**config.mk**
```make
export PLATFORM = sky130hd
export DESIGN_NAME = mod_exp_ct_flat
export DESIGN_NICKNAME = d
export VERILOG_FILES = /design/src/rtl/mod_exp_ct_if.sv /design/src/rtl/mod_exp_ct.sv /design/src/flat_wrapper.sv
export SDC_FILE = /design/constraint.sdc
export NUM_CORES = 1
export LEC_CHECK = 0
export ABC_AREA = 1
export CAP_MARGIN = 0
export CORE_MARGIN = 2
export CORE_UTILIZATION = 56
export CTS_CLUSTER_DIAMETER = 200
export CTS_CLUSTER_SIZE = 16
export DETAILED_ROUTE_END_ITERATION = 6
export PLACE_DENSITY = 0.79
export SYNTH_ARGS = -nofsm -noshare
export SYNTH_HDL_FRONTEND = slang
export SYNTH_SLANG_ARGS = --single-unit
export TNS_END_PERCENT = 20
```
**constraint.sdc**
```tcl
create_clock -name i_clk -period 4.8 [get_ports i_clk]
set_input_delay 0.72 -clock i_clk [delete_from_list [all_inputs] [get_ports i_clk]]
set_output_delay 0.72 -clock i_clk [all_outputs]
set_load 0.05 [all_outputs]
```
**src/rtl/mod_exp_ct_if.sv**
```systemverilog
// Request/response bundle for mod_exp_ct: operands and start in, result,
// busy and finish out. Signal prefixes are from the exponentiator's viewpoint.
interface mod_exp_ct_if #(
  parameter int WIDTH = 8
);
  logic               i_start;
  logic [2*WIDTH-1:0] i_base;
  logic [2*WIDTH-1:0] i_exp;
  logic [2*WIDTH-1:0] i_n;
  logic [2*WIDTH-1:0] o_out;
  logic               o_busy;
  logic               o_finish;

  modport master (
    output i_start, i_base, i_exp, i_n,
    input  o_out, o_busy, o_finish
  );

  modport slave (
    input  i_start, i_base, i_exp, i_n,
    output o_out, o_busy, o_finish
  );
endinterface

```
**src/rtl/mod_exp_ct.sv**
```systemverilog
// Constant-time modular exponentiator: Montgomery ladder over every exponent
// bit, each step driving two shift-add modular multipliers in lockstep.
module mod_exp_ct #(
  parameter int WIDTH = 8
) (
  input logic         i_clk,
  input logic         i_rst_n,
  mod_exp_ct_if.slave bus
);

  localparam int DW = 2 * WIDTH;
  localparam int AW = 2 * WIDTH + 2;
  localparam int CW = $clog2(DW);

  typedef enum logic [2:0] {
    S_IDLE = 3'd0,
    S_INIT = 3'd1,
    S_MUL  = 3'd2,
    S_STEP = 3'd3,
    S_DONE = 3'd4
  } state_t;

  state_t          r_state;
  logic [DW-1:0]   r_base;
  logic [DW-1:0]   r_exp;
  logic [DW-1:0]   r_n;
  logic [DW-1:0]   r_r0;
  logic [DW-1:0]   r_r1;
  logic [AW-1:0]   r_acc_p;
  logic [AW-1:0]   r_acc_s;
  logic [CW-1:0]   r_i;
  logic [CW-1:0]   r_j;
  logic [DW-1:0]   r_out;
  logic            r_busy;
  logic            r_finish;

  logic            w_bit_e;
  logic [DW-1:0]   w_sq_op;
  logic [AW-1:0]   w_acc_p_nxt;
  logic [AW-1:0]   w_acc_s_nxt;
  logic            w_accept;
  logic [DW-1:0]   w_r0_init;

  // One shift-add step: 2*acc + (a_bit ? b : 0) reduced below m. Both
  // candidate subtractions are always formed so timing never depends on data.
  function automatic logic [AW-1:0] f_mod_step(
    input logic [AW-1:0] acc,
    input logic          a_bit,
    input logic [DW-1:0] b,
    input logic [DW-1:0] m
  );
    logic [AW+1:0] t;
    logic [AW+1:0] d1;
    logic [AW+1:0] d2;
    logic [AW-1:0] res;
    t  = {1'b0, acc, 1'b0} + (a_bit ? {4'b0000, b} : {(AW+2){1'b0}});
    d1 = t - {4'b0000, m};
    d2 = t - {3'b000, m, 1'b0};
    if (!d2[AW+1]) begin
      res = d2[AW-1:0];
    end else if (!d1[AW+1]) begin
      res = d1[AW-1:0];
    end else begin
      res = t[AW-1:0];
    end
    return res;
  endfunction

  // Product unit always computes R0*R1; the square unit squares whichever
  // register the current exponent bit selects.
  assign w_bit_e     = r_exp[r_i];
  assign w_sq_op     = w_bit_e ? r_r1 : r_r0;
  assign w_acc_p_nxt = f_mod_step(r_acc_p, r_r0[r_j], r_r1, r_n);
  assign w_acc_s_nxt = f_mod_step(r_acc_s, w_sq_op[r_j], w_sq_op, r_n);
  assign w_accept    = bus.i_start && ((r_state == S_IDLE) || (r_state == S_DONE));
  assign w_r0_init   = (r_n == DW'(1)) ? {DW{1'b0}} : DW'(1);

  // Sequencer plus ladder/multiplier datapath with registered outputs.
  always_ff @(posedge i_clk) begin
    if (!i_rst_n) begin
      r_state  <= S_IDLE;
      r_base   <= {DW{1'b0}};
      r_exp    <= {DW{1'b0}};
      r_n      <= {DW{1'b0}};
      r_r0     <= {DW{1'b0}};
      r_r1     <= {DW{1'b0}};
      r_acc_p  <= {AW{1'b0}};
      r_acc_s  <= {AW{1'b0}};
      r_i      <= {CW{1'b0}};
      r_j      <= {CW{1'b0}};
      r_out    <= {DW{1'b0}};
      r_busy   <= 1'b0;
      r_finish <= 1'b0;
    end else begin
      r_finish <= 1'b0;
      case (r_state)
        S_IDLE: begin
          if (w_accept) begin
            r_base  <= bus.i_base;
            r_exp   <= bus.i_exp;
            r_n     <= bus.i_n;
            r_busy  <= 1'b1;
            r_state <= S_INIT;
          end else begin
            r_state <= S_IDLE;
          end
        end
        S_INIT: begin
          r_r0    <= w_r0_init;
          r_r1    <= r_base;
          r_i     <= CW'(DW - 1);
          r_j     <= CW'(DW - 1);
          r_acc_p <= {AW{1'b0}};
          r_acc_s <= {AW{1'b0}};
          r_state <= S_MUL;
        end
        S_MUL: begin
          r_acc_p <= w_acc_p_nxt;
          r_acc_s <= w_acc_s_nxt;
          if (r_j == {CW{1'b0}}) begin
            r_state <= S_STEP;
          end else begin
            r_j     <= r_j - CW'(1);
            r_state <= S_MUL;
          end
        end
        S_STEP: begin
          if (w_bit_e) begin
            r_r0 <= r_acc_p[DW-1:0];
            r_r1 <= r_acc_s[DW-1:0];
          end else begin
            r_r0 <= r_acc_s[DW-1:0];
            r_r1 <= r_acc_p[DW-1:0];
          end
          r_acc_p <= {AW{1'b0}};
          r_acc_s <= {AW{1'b0}};
          r_j     <= CW'(DW - 1);
          if (r_i == {CW{1'b0}}) begin
            r_busy  <= 1'b0;
            r_state <= S_DONE;
          end else begin
            r_i     <= r_i - CW'(1);
            r_state <= S_MUL;
          end
        end
        S_DONE: begin
          // A zero modulus has no meaningful residue; report 0.
          r_out    <= (r_n == {DW{1'b0}}) ? {DW{1'b0}} : r_r0;
          r_finish <= 1'b1;
          if (w_accept) begin
            r_base  <= bus.i_base;
            r_exp   <= bus.i_exp;
            r_n     <= bus.i_n;
            r_busy  <= 1'b1;
            r_state <= S_INIT;
          end else begin
            r_state <= S_IDLE;
          end
        end
        default: begin
          r_busy  <= 1'b0;
          r_state <= S_IDLE;
        end
      endcase
    end
  end

  assign bus.o_out    = r_out;
  assign bus.o_busy   = r_busy;
  assign bus.o_finish = r_finish;

endmodule
```
**src/flat_wrapper.sv**
```systemverilog
// flat-port wrapper written by rule: the top's interface ports become plain ports
module mod_exp_ct_flat 
#(
  parameter int WIDTH = 8
)
  (i_clk, i_rst_n, bus_i_start, bus_i_base, bus_i_exp, bus_i_n, bus_o_out, bus_o_busy, bus_o_finish);
  mod_exp_ct_if #(.WIDTH(WIDTH)) bus_i ();
  input logic i_clk;
  input logic i_rst_n;
  input wire logic [$bits(bus_i.i_start)-1:0] bus_i_start;
  input wire logic [$bits(bus_i.i_base)-1:0] bus_i_base;
  input wire logic [$bits(bus_i.i_exp)-1:0] bus_i_exp;
  input wire logic [$bits(bus_i.i_n)-1:0] bus_i_n;
  output wire logic [$bits(bus_i.o_out)-1:0] bus_o_out;
  output wire logic [$bits(bus_i.o_busy)-1:0] bus_o_busy;
  output wire logic [$bits(bus_i.o_finish)-1:0] bus_o_finish;
  assign bus_i.i_start = bus_i_start;
  assign bus_i.i_base = bus_i_base;
  assign bus_i.i_exp = bus_i_exp;
  assign bus_i.i_n = bus_i_n;
  assign bus_o_out = bus_i.o_out;
  assign bus_o_busy = bus_i.o_busy;
  assign bus_o_finish = bus_i.o_finish;
  mod_exp_ct #(.WIDTH(WIDTH)) u_core (.i_clk(i_clk), .i_rst_n(i_rst_n), .bus(bus_i));
endmodule
```
=== Word-level counts from Yosys, hierarchy flattened ===
Cells that the tools add are included.

* Eq/ne operators: 9
* Bitwise gates (word level): 1
* Reductions and logical operators: 15
* Add/sub/neg operators: 8
* Muxes and demuxes: 33
* $lt $le $gt $ge: 2

{| class="wikitable"
|+ Operators with widths
! operator !! number
|-
| 16-bit 2-to-1 mux || 6
|-
| 18-bit 2-to-1 mux || 4
|-
| 18-bit one-hot mux with 2 select lines || 2
|-
| 16-bit one-hot mux with 2 select lines || 2
|-
| 19-bit by 20-bit adder with 20-bit output || 2
|-
| 20-bit by 16-bit subtractor with 20-bit output || 2
|-
| 20-bit by 17-bit subtractor with 20-bit output || 2
|-
| 16-bit by 1-bit == test with 1-bit output (second input constant) || 1
|-
| 16-bit logical NOT || 1
|-
| 4-bit one-hot mux with 2 select lines || 2
|-
| 1-bit binary-select mux with 4-bit select || 3
|-
| 3-bit one-hot mux with 4 select lines || 1
|-
| 4-bit by 5-bit less-than comparator with 1-bit output (second input constant) || 2
|-
| 1-bit 2-to-1 mux || 9
|-
| 4-bit logical NOT || 2
|-
| 4-bit 2-to-1 mux || 2
|-
| 4-bit by 1-bit subtractor with 4-bit output (second input constant) || 2
|-
| 3-bit by 2-bit == test with 1-bit output (second input constant) || 2
|-
| 2-bit AND reduction || 3
|-
| 2-bit OR reduction || 3
|-
| 2-bit by 1-bit != test with 1-bit output (second input constant) || 2
|-
| 2-bit != test (second input constant) || 2
|-
| 2-bit nonzero test || 2
|-
| 3-bit by 1-bit == test with 1-bit output (second input constant) || 1
|-
| other kinds (8) || 8
|}

* Input port bits: 51
* Output and inout port bits: 18
* Bits in registers: 145
* Word-level logic and storage cells: 81

=== Depth between registers and ports, before layout ===
Gate-level depths: netlist of the first run.

* Depth in word-level cells: 11
* Gate-level depth with buffers: 42

=== Least setup slack after synthesis of the first run ===
No wires, ideal clock.

* Kind: reg2reg
* Start: register u_core.r_i[0]
* End: register u_core.r_acc_s[13]
* Arrival time: 4.619 ns
* Period minus slack after synthesis: 4.751 ns
* Buffers on the path: 3
* Cell stages (with the launch flop): 39
* Data required time: 4.668 ns
* Slack: 0.049 ns
* Setup time: 0.132 ns
* Cells stage by stage: dfxtp_1 buf_4 inv_2 nand2_1 nand3_1 nand3_1 nand3_2 buf_2 nand3_1 nand3_1 nand2_1 nor2_1 nand2_1 nand3_2 nand2_2 a21oi_1 ha_1 inv_1 (+3 left out) nand2_1 nand2_2 a31oi_1 xnor2_1 ha_1 nand2_1 o21ai_0 a21oi_1 nand2_1 nand2_1 nand3_1 nand2_4 nand2_4 buf_6 nand2_1 nand3_1 nand3_1 a21oi_1

* Longest elaborated chain between the ends: 11
* Elaborated cells on any way between the ends: 12
* Classes of those cells: add/sub (3); mux (9)

{| class="wikitable"
|+ Ends and longest elaborated chain
! item !! RTL line !! text
|-
| start: declaration || mod_exp_ct.sv:31 || <nowiki>logic [CW-1:0] r_i;</nowiki>
|-
| start signal: assignment || mod_exp_ct.sv:89 || <nowiki>r_i <= {CW{1'b0}};</nowiki>
|-
| start signal: assignment || mod_exp_ct.sv:111 || <nowiki>r_i <= CW'(DW - 1);</nowiki>
|-
| start signal: assignment || mod_exp_ct.sv:142 || <nowiki>r_i <= r_i - CW'(1);</nowiki>
|-
| 1-bit binary-select mux with 4-bit select (*) || mod_exp_ct.sv:71 || <nowiki>assign w_bit_e = r_exp[r_i];</nowiki>
|-
| 1-bit 2-to-1 mux (not written as such) (*) || mod_exp_ct.sv:71 ||
|-
| 16-bit 2-to-1 mux (*) || mod_exp_ct.sv:72 || <nowiki>assign w_sq_op = w_bit_e ? r_r1 : r_r0;</nowiki>
|-
| 1-bit binary-select mux with 4-bit select || mod_exp_ct.sv:74 || <nowiki>assign w_acc_s_nxt = f_mod_step(r_acc_s, w_sq_op[r_j], w_sq_op, r_n);</nowiki>
|-
| 1-bit 2-to-1 mux (not written as such) || mod_exp_ct.sv:74 ||
|-
| 16-bit 2-to-1 mux (*) || mod_exp_ct.sv:56 || <nowiki>t = {1'b0, acc, 1'b0} + (a_bit ? {4'b0000, b} : {(AW+2){1'b0}});</nowiki>
|-
| 19-bit by 20-bit adder with 20-bit output (*) || mod_exp_ct.sv:56 ||
|-
| 20-bit by 16-bit subtractor with 20-bit output || mod_exp_ct.sv:57 || <nowiki>d1 = t - {4'b0000, m};</nowiki>
|-
| 18-bit 2-to-1 mux || mod_exp_ct.sv:61 || <nowiki>end else if (!d1[AW+1]) begin</nowiki>
|-
| 18-bit 2-to-1 mux (*) || mod_exp_ct.sv:59 || <nowiki>if (!d2[AW+1]) begin</nowiki>
|-
| 18-bit one-hot mux with 2 select lines (*) || mod_exp_ct.sv:96 || <nowiki>case (r_state)</nowiki>
|-
| end signal: assignment || mod_exp_ct.sv:88 || <nowiki>r_acc_s <= {AW{1'b0}};</nowiki>
|-
| end signal: assignment || mod_exp_ct.sv:114 || <nowiki>r_acc_s <= {AW{1'b0}};</nowiki>
|-
| end signal: assignment || mod_exp_ct.sv:119 || <nowiki>r_acc_s <= w_acc_s_nxt;</nowiki>
|-
| end: declaration || mod_exp_ct.sv:30 || <nowiki>logic [AW-1:0] r_acc_s;</nowiki>
|}

Mark *: on every way between the ends. The rest lies on a longest branch, timed or not. The select of a mux whose other input is x is not followed.
A chain may end at the register's enable or synchronous reset.

=== Worst setup path in the final report of the first run ===
* Start: register u_core.r_i[0]
* End: register u_core.r_acc_s[10]

Same word-level chain as after synthesis.

==> summary.txt, run 1 <==
Outcome
  – Status: complete, but fails checks
  – Violated checks: design-rule violations, negative setup slack

Clock network
  – CTS max path bufs: 2
  – CTS tree: built
  – Num CTS Buffers: 17
  – H-Tree Depth: 4
  – Worst-path clk slew: 70 ps
  – Clock Latency Late Sink: 440 ps
  – Clk root buf: clkbuf_16
  – CTS sink cnt: 145

Finish
  – Commonest non-fill, non-tap cell in the layout: nand2_1
  – Ant. Diodes: 0
  – Core Util, Final: 80.2%
  – Final #Nets: ~2.4k
  – Final Cell Area: 0.0169 mm2
  – P&R area growth vs syn: 40.2%
  – Layout cells sized above 1: between 20 and 30%
  – Finished Layout Cells: 2491
  – Most frequent cells in the layout: nand2_1, buf_4, inv_1, a21oi_1, dfxtp_1

Route
  – Vias post-DR: 15.1k
  – Via-to-Cell Ratio: 6.05
  – DRC errors left: 1
  – Post-DRT Antenna Nets: 0
  – DRT Pass-1 Iters: 7
  – Drt total wl: 47100 um
  – WL/cell: 18.9 um
  – Initial DRC Count: 1890

Timing
  – Post-route clock period utilization: 112%
  – Max-slew violations: 0
  – Worst Skew: 10.1 ps
  – Fin crit period: 5370 ps
  – Highest clock rate: 186 MHz
  – Final hold slack: 478 ps
  – RSZ-0062 raised after global routing: true
  – Final Hold Vio Count: 0
  – Worst Tran Pin Value: 1120 ps
  – # setup viols final: 36
  – Setup ws final: -570 ps
  – Normalized max-slew margin: roughly 25%

Yosys
  – FF+latch count, synth: between 100 and 150
  – Yosys cell types: 48
  – Synth Cell Area: ~0.012 mm2
  – Syn Inst Count: 1885
  – Post-synthesis sequential area ratio: 24.2%
  – Synth warnings: 0
  – Synthesized Nets: 2040
  – Synthesized area per cell: roughly 6.4 um2

Pwr
  – Power density over the cells: just over 800 mW/mm2
  – Total chip power: 0.0137 W
  – Leak: 8.00 nW
  – Worst vdd ir: ~0.98 mV

Flow run
  – Max-Cap Viols: 0

Worst setup path
  – Family with the most delay on the worst path: simple AND/OR/NAND/NOR gates
  – R2r setup slk: -570 ps
  – CP max-delay cell: ha_1
  – Critical path required time: 5070 ps
  – Crit end category: flip-flop
  – Critical Path Most Common Cell: nand2_1
  – CP bufs+invs: 9
  – Kind of critical path: flip-flop to flip-flop
  – Worst stage delay on the critical path: between 300 and 400 ps
  – Worst EP arrival: between 5000 and 6000 ps
  – Startpoint types: flip-flop
  – Crit-path max FO: 8

GRT
  – Total track usage: 37.5%
  – Initial antenna violation count: 0
  – Vias in the first global route: approximately 14k
  – GRT Residual Overflow: 0
  – Largest net degree at the start of global routing: 79
  – First-pass GRT wire length: roughly 68000 um

Placement
  – # port buffers: 68
  – Post-DP HPWL: 31100 um
  – GPL Wtd Cong: ~1.1
  – Placed insts: 2422
  – Placed Area: about 0.015 mm2

Floorplan
  – Die Span Y: around 150 um
  – Die W: 151 um
  – Initial Utilization: 57.2%
  – I/O Pins: between 60 and 70
  – Row count: 53
  – Die ar.: between 0.02 and 0.025 mm2
  – Core Area: between 0.02 and 0.025 mm2

Min path
  – Tightest Hold Check Type: flip-flop to flip-flop
cell usage after synthesis (all sizes together):
library cell  count  area, um2
nand2           513       1990
inv             193        724
a21oi           185        926
nand3           174        903
nor2            158        613
dfxtp           145       2900
o21ai           114        571
ha               98       1230
clkbuf           47        176
xor2             46        403
xnor2            36        315
a31oi            34        213
o211ai           33        248
buf              22        150
nand4            14       87.6
a21o             12       90.1
nor3             12       60.1
a21boi            6       45.0
fa                6        120
nand3b            5       37.5
o21bai            4       30.0
or2               4       25.0
clkinv            3       11.3
o21a              3       22.5
o31ai             3       22.5
a221oi            2       17.5
a22oi             2       15.0
and2              2       12.5
and3              2       12.5
nor4              2       12.5
a22o              1       8.76
a31o              1       8.76
o311ai            1       8.76
or3               1       6.26
or4               1       7.51
stage by stage:
| stage | setup WS (ps) | TNS (ps) |
|---|---|---|
| after floorplan | 48.7 | 0 |
| after global placement | -363 | -7350 |
| after detailed placement | -551 | -12340 |
| after CTS | -144 | -1870 |
| after global routing | -827 | -22370 |
| final | -570 | -12100 |
kinds of logic (layout without fill, tap and decap cells):
family          Yosys count  in the layout  synth area share (%)
fa+ha+maj               104            104                  11.2
buf+inv                 265            593                  8.84
compound gates          401            401                  18.5
simple gates            888            891                  31.3
xor+xnor                 82             82                  5.98
flops                   145            145                  24.2
final timing paths:
check,startpoint,to,cells after the start
worst max-delay path,u_core.r_i[0]$_SDFFE_PN0P_,u_core.r_acc_s[10]$_SDFFE_PN0P_,39
worst min-delay path,u_core.bus.o_busy$_SDFFE_PN0P_,u_core.bus.o_busy$_SDFFE_PN0P_,2
worst max register to register,u_core.r_i[0]$_SDFFE_PN0P_,u_core.r_acc_s[10]$_SDFFE_PN0P_,39
worst min register to register,u_core.bus.o_busy$_SDFFE_PN0P_,u_core.bus.o_busy$_SDFFE_PN0P_,2
tightest hold or removal path, delay by kind of cell (launching register included):
| kind | cells | cell delay, ps |
|---|---|---|
| flip-flops | 1 | 310 |
| AO/OA/AOI/OAI | 1 | 50 |
| AND/OR/NAND/NOR | 1 | 60 |
sequential cells by signal, summed over array words and instances, names as in the netlist:
name,flops
u_core.r_acc_p,18
u_core.r_acc_s,18
u_core.bus.o_out,16
u_core.r_base,16
u_core.r_exp,16
u_core.r_n,16
u_core.r_r0,16
u_core.r_r1,16
u_core.r_i,4
u_core.r_j,4
u_core.r_state,3
u_core.bus.o_busy,1
u_core.bus.o_finish,1
report_power, final:
part	switching (W)	internal, W	leakage (nW)
combinational	0.00607	0.00462	6.53
sequential	0.000221	0.00137	1.19
clock	0.000609	0.000782	0.283
total	0.00690	0.00677	8.00
per-layer routing:
| layer | global-route usage, % | wire length [um] |
|---|---|---|
| met3 | 5.82 | 4330 |
| met4 | 21.5 | 3560 |
| met2 | 62.5 | 21700 |
| met1 | 45.8 | 17500 |
| met5 | 0 | 0 |
layout make-up:
type / instances / area [um2]
Fill cell: 1415 / 4170
Sequential cell: 145 / 2910
Clock buffer: 17 / 425
Inverter: 196 / 742
Multi-Input combinational cell: 1478 / 9220
Timing Repair Buffer: 366 / 3050
Clock inverter: 14 / 169
Tap cell: 275 / 344
timing repair:
action | CTS | global route
hold buffers | 0 | 0
gates resized for setup | 158 | 117
pin swaps | 63 | 73
buffers inserted | 21 | 13
gates cloned | 3 | 2
setup endpoints to repair | 36 | 36
Note: power is estimated with default switching activity, not from simulation.
==> run 2: changes to the inputs <==
Settings changed: GPL_TIMING_DRIVEN from default to 0.
==> run 2 against run 1 <==
- the run ends with negative setup slack left
- clock power down 8%
- via count down 9.5%
- first-iteration DRC count down 31%
- sequential cell count unchanged
- global-route usage down 1.5 points
- critical endpoint is now u_core.r_acc_s[8]$_SDFFE_PN0P_
==> summary.txt, run 2 (same netlist as run 1, synthesis figures left out) <==
Outcome
  – Status: complete, but fails checks
  – Violated checks: negative setup slack

Clock network
  – Cts hold-fix bufs: 0 (unchanged)
  – CTS tree: built
  – CTS max path bufs: 2 (unchanged)
  – H-Tree Depth: 4 (unchanged)
  – Clk root buf: clkbuf_16
  – CTS sink cnt: 145 (unchanged)
  – Num CTS Buffers: 17 (unchanged)
  – Clock Latency Late Sink: 430 ps (about the same)
  – Worst-path clk slew: 70 ps (about the same)

Timing
  – Setup ws final: -483 ps (+87.3 ps)
  – Highest clock rate: 189 MHz (+1.7%)
  – # setup viols final: 36 (unchanged)
  – Fin crit period: 5280 ps (-87.3 ps)
  – Worst Skew: 15.1 ps (+5.01 ps)
  – Max-slew violations: 0 (unchanged)
  – Worst Tran Pin Value: 980 ps (-136 ps)
  – Final Hold Vio Count: 0 (unchanged)
  – Post-route clock period utilization: 110% (-1.8 points)
  – RSZ-0062 raised after global routing: true
  – Normalized max-slew margin: 34.7% (+9.5 points)

Finish
  – Ant. Diodes: 0 (unchanged)
  – Final #Nets: 2174 (-7.8%)
  – Final Cell Area: 0.0149 mm2 (-11%)
  – Layout cells sized above 1: 13.6% (-11 points)
  – Commonest non-fill, non-tap cell in the layout: nand2_1
  – Most frequent cells in the layout: nand2_1, inv_1, a21oi_1, nand3_1, nor2_1
  – P&R area growth vs syn: 24.4%
  – Largest regs: u_core.r_acc_p (18), u_core.r_acc_s (18)

Placement
  – Dpl ws: -1220 ps (-665 ps)
  – Post-DP HPWL: 31400 um (+0.68%)
  – # port buffers: 68 (unchanged)
  – Placed Area: 0.0130 mm2 (-11%)
  – GPL Wtd Cong: 1.04 (-1.6%)

Worst setup path
  – Crit-path max FO: 10 (+2)
  – Worst stage delay on the critical path: 380 ps (+30 ps)
  – Family with the most delay on the worst path: simple AND/OR/NAND/NOR gates
  – Kind of critical path: flip-flop to flip-flop
  – Crit end category: flip-flop
  – Worst EP arrival: 5570 ps (-70 ps)
  – Startpoint types: flip-flop
  – CP max-delay cell: fa_2
  – Critical path required time: 5090 ps (+20 ps)
  – CP bufs+invs: 7 (-2)

Route
  – Drt total wl: 41800 um (-11%)
  – DRT Pass-1 Iters: 6 (-1)
  – DRC errors left: 0 (-1)
  – Post-DRT Antenna Nets: 0 (unchanged)
  – Initial DRC Count: 1300 (-31%)
  – Via-to-Cell Ratio: 5.91 (-2.3%)
  – WL/cell: 18.1 um (-4.2%)
  – Vias post-DR: 13.6k (-9.5%)

Floorplan
  – Die ar.: 0.0227 mm2 (unchanged)
  – I/O Pins: 69 (unchanged)
  – Initial Utilization: 57.2% (unchanged)
  – Die W: 151 um (unchanged)
  – Die Span Y: 151 um (unchanged)
  – Core Area: 0.0210 mm2 (unchanged)
  – Row count: 53 (unchanged)

Pwr
  – Worst vdd ir: 1.17 mV (+20%)
  – Power density over the cells: 766 mW/mm2 (-5.5%)
  – Leak: 6.78 nW (-15%)

GRT
  – Total track usage: 36.0% (-1.5 points)
  – Initial antenna violation count: 0 (unchanged)
  – Vias in the first global route: 12.6k (-8.6%)
  – First-pass GRT wire length: 63400 um (-6.0%)
  – GRT Residual Overflow: 0 (unchanged)
  – Largest net degree at the start of global routing: 17 (-78%)

Min path
  – Tightest Hold Check Type: flip-flop to flip-flop

Flow run
  – Max-Cap Viols: 0 (unchanged)
==> run 2: final timing paths <==
| kind | from | to | slack, ps | cells after the start |
|---|---|---|---|---|
| setup / recovery | u_core.r_i[0]$_SDFFE_PN0P_ | u_core.r_acc_s[8]$_SDFFE_PN0P_ | -480 | 39 |
| hold reg to reg | u_core.bus.o_busy$_SDFFE_PN0P_ | u_core.bus.o_busy$_SDFFE_PN0P_ | 470 | 2 |
| setup reg to reg | u_core.r_i[0]$_SDFFE_PN0P_ | u_core.r_acc_s[8]$_SDFFE_PN0P_ | -480 | 39 |
| hold / removal | u_core.bus.o_busy$_SDFFE_PN0P_ | u_core.bus.o_busy$_SDFFE_PN0P_ | 470 | 2 |
==> run 2: layout make-up <==
type | count | area (um2)
Sequential cell | 145 | 2920
Timing Repair Buffer | 115 | 1040
Multi-Input combinational cell | 1476 | 8940
Tap cell | 275 | 344
Buffer | 68 | 397
Clock buffer | 18 | 429
Clock inverter | 14 | 119
Fill cell | 1763 | 6070
Inverter | 196 | 759
==> run 2: what timing repair did <==
action	in CTS	in global routing
cloned	5	0
setup endpoints to repair	36	36
resized for setup	140	88
setup buffers	32	12
pin swaps	41	41
endpoints found under the hold margin	0	0
==> run 2: tightest hold or removal path: cells and delay by family, from the launching register on <==
family / cells / cell delay, ps
DFF: 1 / 320
and+or+nand+nor: 1 / 60
AOI/OAI and AO/OA: 1 / 50
==> run 2: report_power, final <==
| part | leakage, nW | switching [W] | internal (W) |
|---|---|---|---|
| Combinational | 5.34 | 0.00522 | 0.00339 |
| Clock | 0.259 | 0.000598 | 0.000677 |
| Sequential | 1.19 | 0.000204 | 0.00137 |
==> run 2: layer usage <==
| layer | wire (um) | GRT usage [%] |
|---|---|---|
| met1 | 17400 | 47.1 |
| met2 | 19000 | 57.1 |
| met3 | 3390 | 6.09 |
| met4 | 1970 | 18.2 |
| met5 | 0 | 0 |
==> run 2: metrics by stage <==
step / TNS [ps] / total power, W / hold WS [ps] / instances / utilization, %
3_3_place_gp: -36430 / 0.00810 / 457 / 2228 / 62.0
2_1_floorplan: 0 / 0.00666 / 430 / 1885 / -
4_1_cts: -7960 / 0.0105 / 469 / 2295 / 69.2
3_5_place_dp: -38930 / 0.00823 / 456 / 2228 / 62.1
5_1_grt: -18320 / 0.0122 / 494 / 2307 / 71.1
6_report: -10270 / 0.0115 / 471 / 2307 / 71.1
==> run 3: changes to the inputs <==
Settings changed: PLACE_DENSITY 0.79 to 0.76.
==> run 3 against run 2 <==
- the flow finishes with violations (design-rule violations, negative setup slack)
- cell count rose by 0.87%
- design area up 4.9%
- sequential cell count is the same
- core utilization grew 3.5 points
- sequential share of layout area fell by 0.91 points
- clock power up 9%
- sequential power about the same
- routed wire length is 5.0% higher
- critical endpoint is now u_core.r_acc_s[3]$_SDFFE_PN0P_
- largest cell class unchanged
- highest routed layer unchanged
==> summary.txt, run 3 (same netlist as run 1, synthesis figures left out) <==
GRT
  – Initial antenna violation count: 0 (unchanged)
  – Largest net degree at the start of global routing: 17 (unchanged)
  – GRT Residual Overflow: 0 (unchanged)
  – Vias in the first global route: 12.9k (+2.2%)
  – Total track usage: 37.4% (+1.4 points)
  – First-pass GRT wire length: 65700 um (+3.5%)

Worst setup path
  – Crit-path max FO: 6 (-4)
  – Worst EP arrival: 5660 ps (+90 ps)
  – Worst stage delay on the critical path: 370 ps (about the same)
  – Crit end category: flip-flop
  – Kind of critical path: flip-flop to flip-flop
  – Critical Path Most Common Cell: nand2_2
  – CP max-delay cell: fa_2
  – Critical path required time: 5110 ps (+20 ps)
  – Startpoint types: flip-flop

Timing
  – Normalized max-slew margin: 30.0% (-4.7 points)
  – Final Hold Vio Count: 0 (unchanged)
  – Setup ws final: -551 ps (-68.1 ps)
  – Post-route clock period utilization: 111% (+1.4 points)
  – RSZ-0062 raised after global routing: true
  – Max-slew violations: 0 (unchanged)
  – # setup viols final: 34 (-5.6%)
  – Highest clock rate: 187 MHz (-1.3%)
  – Worst Tran Pin Value: 1040 ps (+64.6 ps)
  – Worst Skew: 13.8 ps (-1.26 ps)
  – Fin crit period: 5350 ps (+68.1 ps)

Clock network
  – Worst-path clk slew: 70 ps (about the same)
  – Num CTS Buffers: 17 (unchanged)
  – CTS tree: built
  – CTS max path bufs: 2 (unchanged)
  – CTS sink cnt: 145 (unchanged)
  – Clk root buf: clkbuf_16
  – Clock Latency Late Sink: 440 ps (about the same)
  – H-Tree Depth: 4 (unchanged)

Finish
  – Final #Nets: 2195 (+0.97%)
  – Most frequent cells in the layout: nand2_1, inv_1, a21oi_1, dfxtp_1, nor2_1
  – Commonest non-fill, non-tap cell in the layout: nand2_1
  – P&R area growth vs syn: 30.5%
  – Layout cells sized above 1: 17.3% (+3.7 points)
  – Ant. Diodes: 0 (unchanged)
  – Largest regs: u_core.r_acc_p (18), u_core.r_acc_s (18)
  – Core Util, Final: 74.6% (+3.5 points)
  – Finished Layout Cells: 2327 (+0.87%)

Placement
  – GPL Wtd Cong: 1.06 (+1.7%)
  – Post-DP HPWL: 32100 um (+2.4%)
  – Placed insts: 2228 (unchanged)
  – # port buffers: 68 (unchanged)

Route
  – Initial DRC Count: 1279 (-1.6%)
  – DRC errors left: 5 (+5)
  – DRT Pass-1 Iters: 7 (+1)
  – Drt total wl: 43800 um (+5.0%)
  – Post-DRT Antenna Nets: 0 (unchanged)
  – WL/cell: 18.8 um (+4.1%)
  – Vias post-DR: 13.9k (+2.2%)
  – Via-to-Cell Ratio: 5.99 (+1.3%)

Floorplan
  – I/O Pins: 69 (unchanged)
  – Core Area: 0.0210 mm2 (unchanged)
  – Row count: 53 (unchanged)
  – Die Span Y: 151 um (unchanged)
  – Initial Utilization: 57.2% (unchanged)
  – Die ar.: 0.0227 mm2 (unchanged)
  – Die W: 151 um (unchanged)

Pwr
  – Leak: 7.04 nW (+3.8%)
  – Worst vdd ir: 1.19 mV (+2.1%)
  – Power density over the cells: 786 mW/mm2 (+2.5%)

Flow run
  – Max-Cap Viols: 0 (unchanged)

Min path
  – Tightest Hold Check Type: flip-flop to flip-flop

Outcome
  – Status: complete, but fails checks
  – Violated checks: design-rule violations, negative setup slack
-- run 3: changes by cell type in the layout (fill, tap and decap cells not counted), sizes merged --
| cell | delta |
|---|---|
| clkinvlp | -3 |
| buf | +20 |
| bufinv | +2 |
| bufbuf | +1 |
| clkbuf | -1 |
| inv | +1 |
-- run 3: metrics by stage --
step | total power, W | area (um2) | hold slack [ps] | setup TNS, ps | worst slack [ps]
after floorplan | 0.00666 | 12000 | 430 | 0 | 48.7
after global placement | 0.00816 | 13000 | 466 | -40170 | -1290
after detailed placement | 0.00828 | 13000 | 474 | -42370 | -1350
after CTS | 0.0108 | 15000 | 482 | -7990 | -272
after global routing | 0.0130 | 15700 | 499 | -19400 | -722
final | 0.0123 | 15700 | 485 | -9610 | -551
-- run 3: path summary, 6_finish.rpt --
| check | start | end | slack (ps) | cells past startpoint |
|---|---|---|---|---|
| worst max-delay path | u_core.r_i[0]$_SDFFE_PN0P_ | u_core.r_acc_s[3]$_SDFFE_PN0P_ | -550 | 36 |
| worst min-delay path | u_core.r_r0[10]$_SDFFE_PN0N_ | u_core.bus.o_out[10]$_SDFFE_PN0P_ | 480 | 2 |
| worst max register to register | u_core.r_i[0]$_SDFFE_PN0P_ | u_core.r_acc_s[3]$_SDFFE_PN0P_ | -550 | 36 |
| worst min register to register | u_core.r_r0[10]$_SDFFE_PN0N_ | u_core.bus.o_out[10]$_SDFFE_PN0P_ | 480 | 2 |
-- run 3: cell type report --
type / count / area [um2]
multi-input cells: 1476 / 9360
fillers: 1695 / 5340
flip-flops and latches: 145 / 2920
repair buffers: 136 / 1320
inverters: 196 / 758
clock buffers: 17 / 425
plain buffers: 68 / 403
well taps: 275 / 344
clock inverters: 14 / 165
-- run 3: worst max-delay path: cells and delay by family (launching register included) --
| kind | cells | cell delay [ps] |
|---|---|---|
| AOI/OAI and AO/OA | 4 | 490 |
| adders and majority gates | 3 | 830 |
| buffers and inverters | 6 | 710 |
| xor gates and xnor gates | 1 | 270 |
| DFF | 1 | 330 |
| and+or+nand+nor | 22 | 2560 |
-- run 3: power breakdown --
group	leakage (nW)	internal [W]	total, W	switching [W]
logic	5.57	0.00380	0.00936	0.00556
registers	1.19	0.00137	0.00158	0.000213
clock network	0.284	0.000780	0.00139	0.000607
total	7.04	0.00595	0.0123	0.00638
-- run 3: routing by layer --
layer  GRT usage, %  vias to the layer above  wire length, um
li1               -                     6603                -
met1           47.8                     6561            17800
met2           61.1                      639            20300
met3           5.82                      142             3570
met4           18.5                        0             2160
met5              0                        -                0
-- run 3: what timing repair did --
item | CTS | global route
setup buffers | 44 | 21
hold buffers | 0 | 0
endpoints found under the setup margin | 36 | 36
gates resized for setup | 186 | 133
cloned | 5 | 3
pin swaps | 53 | 80
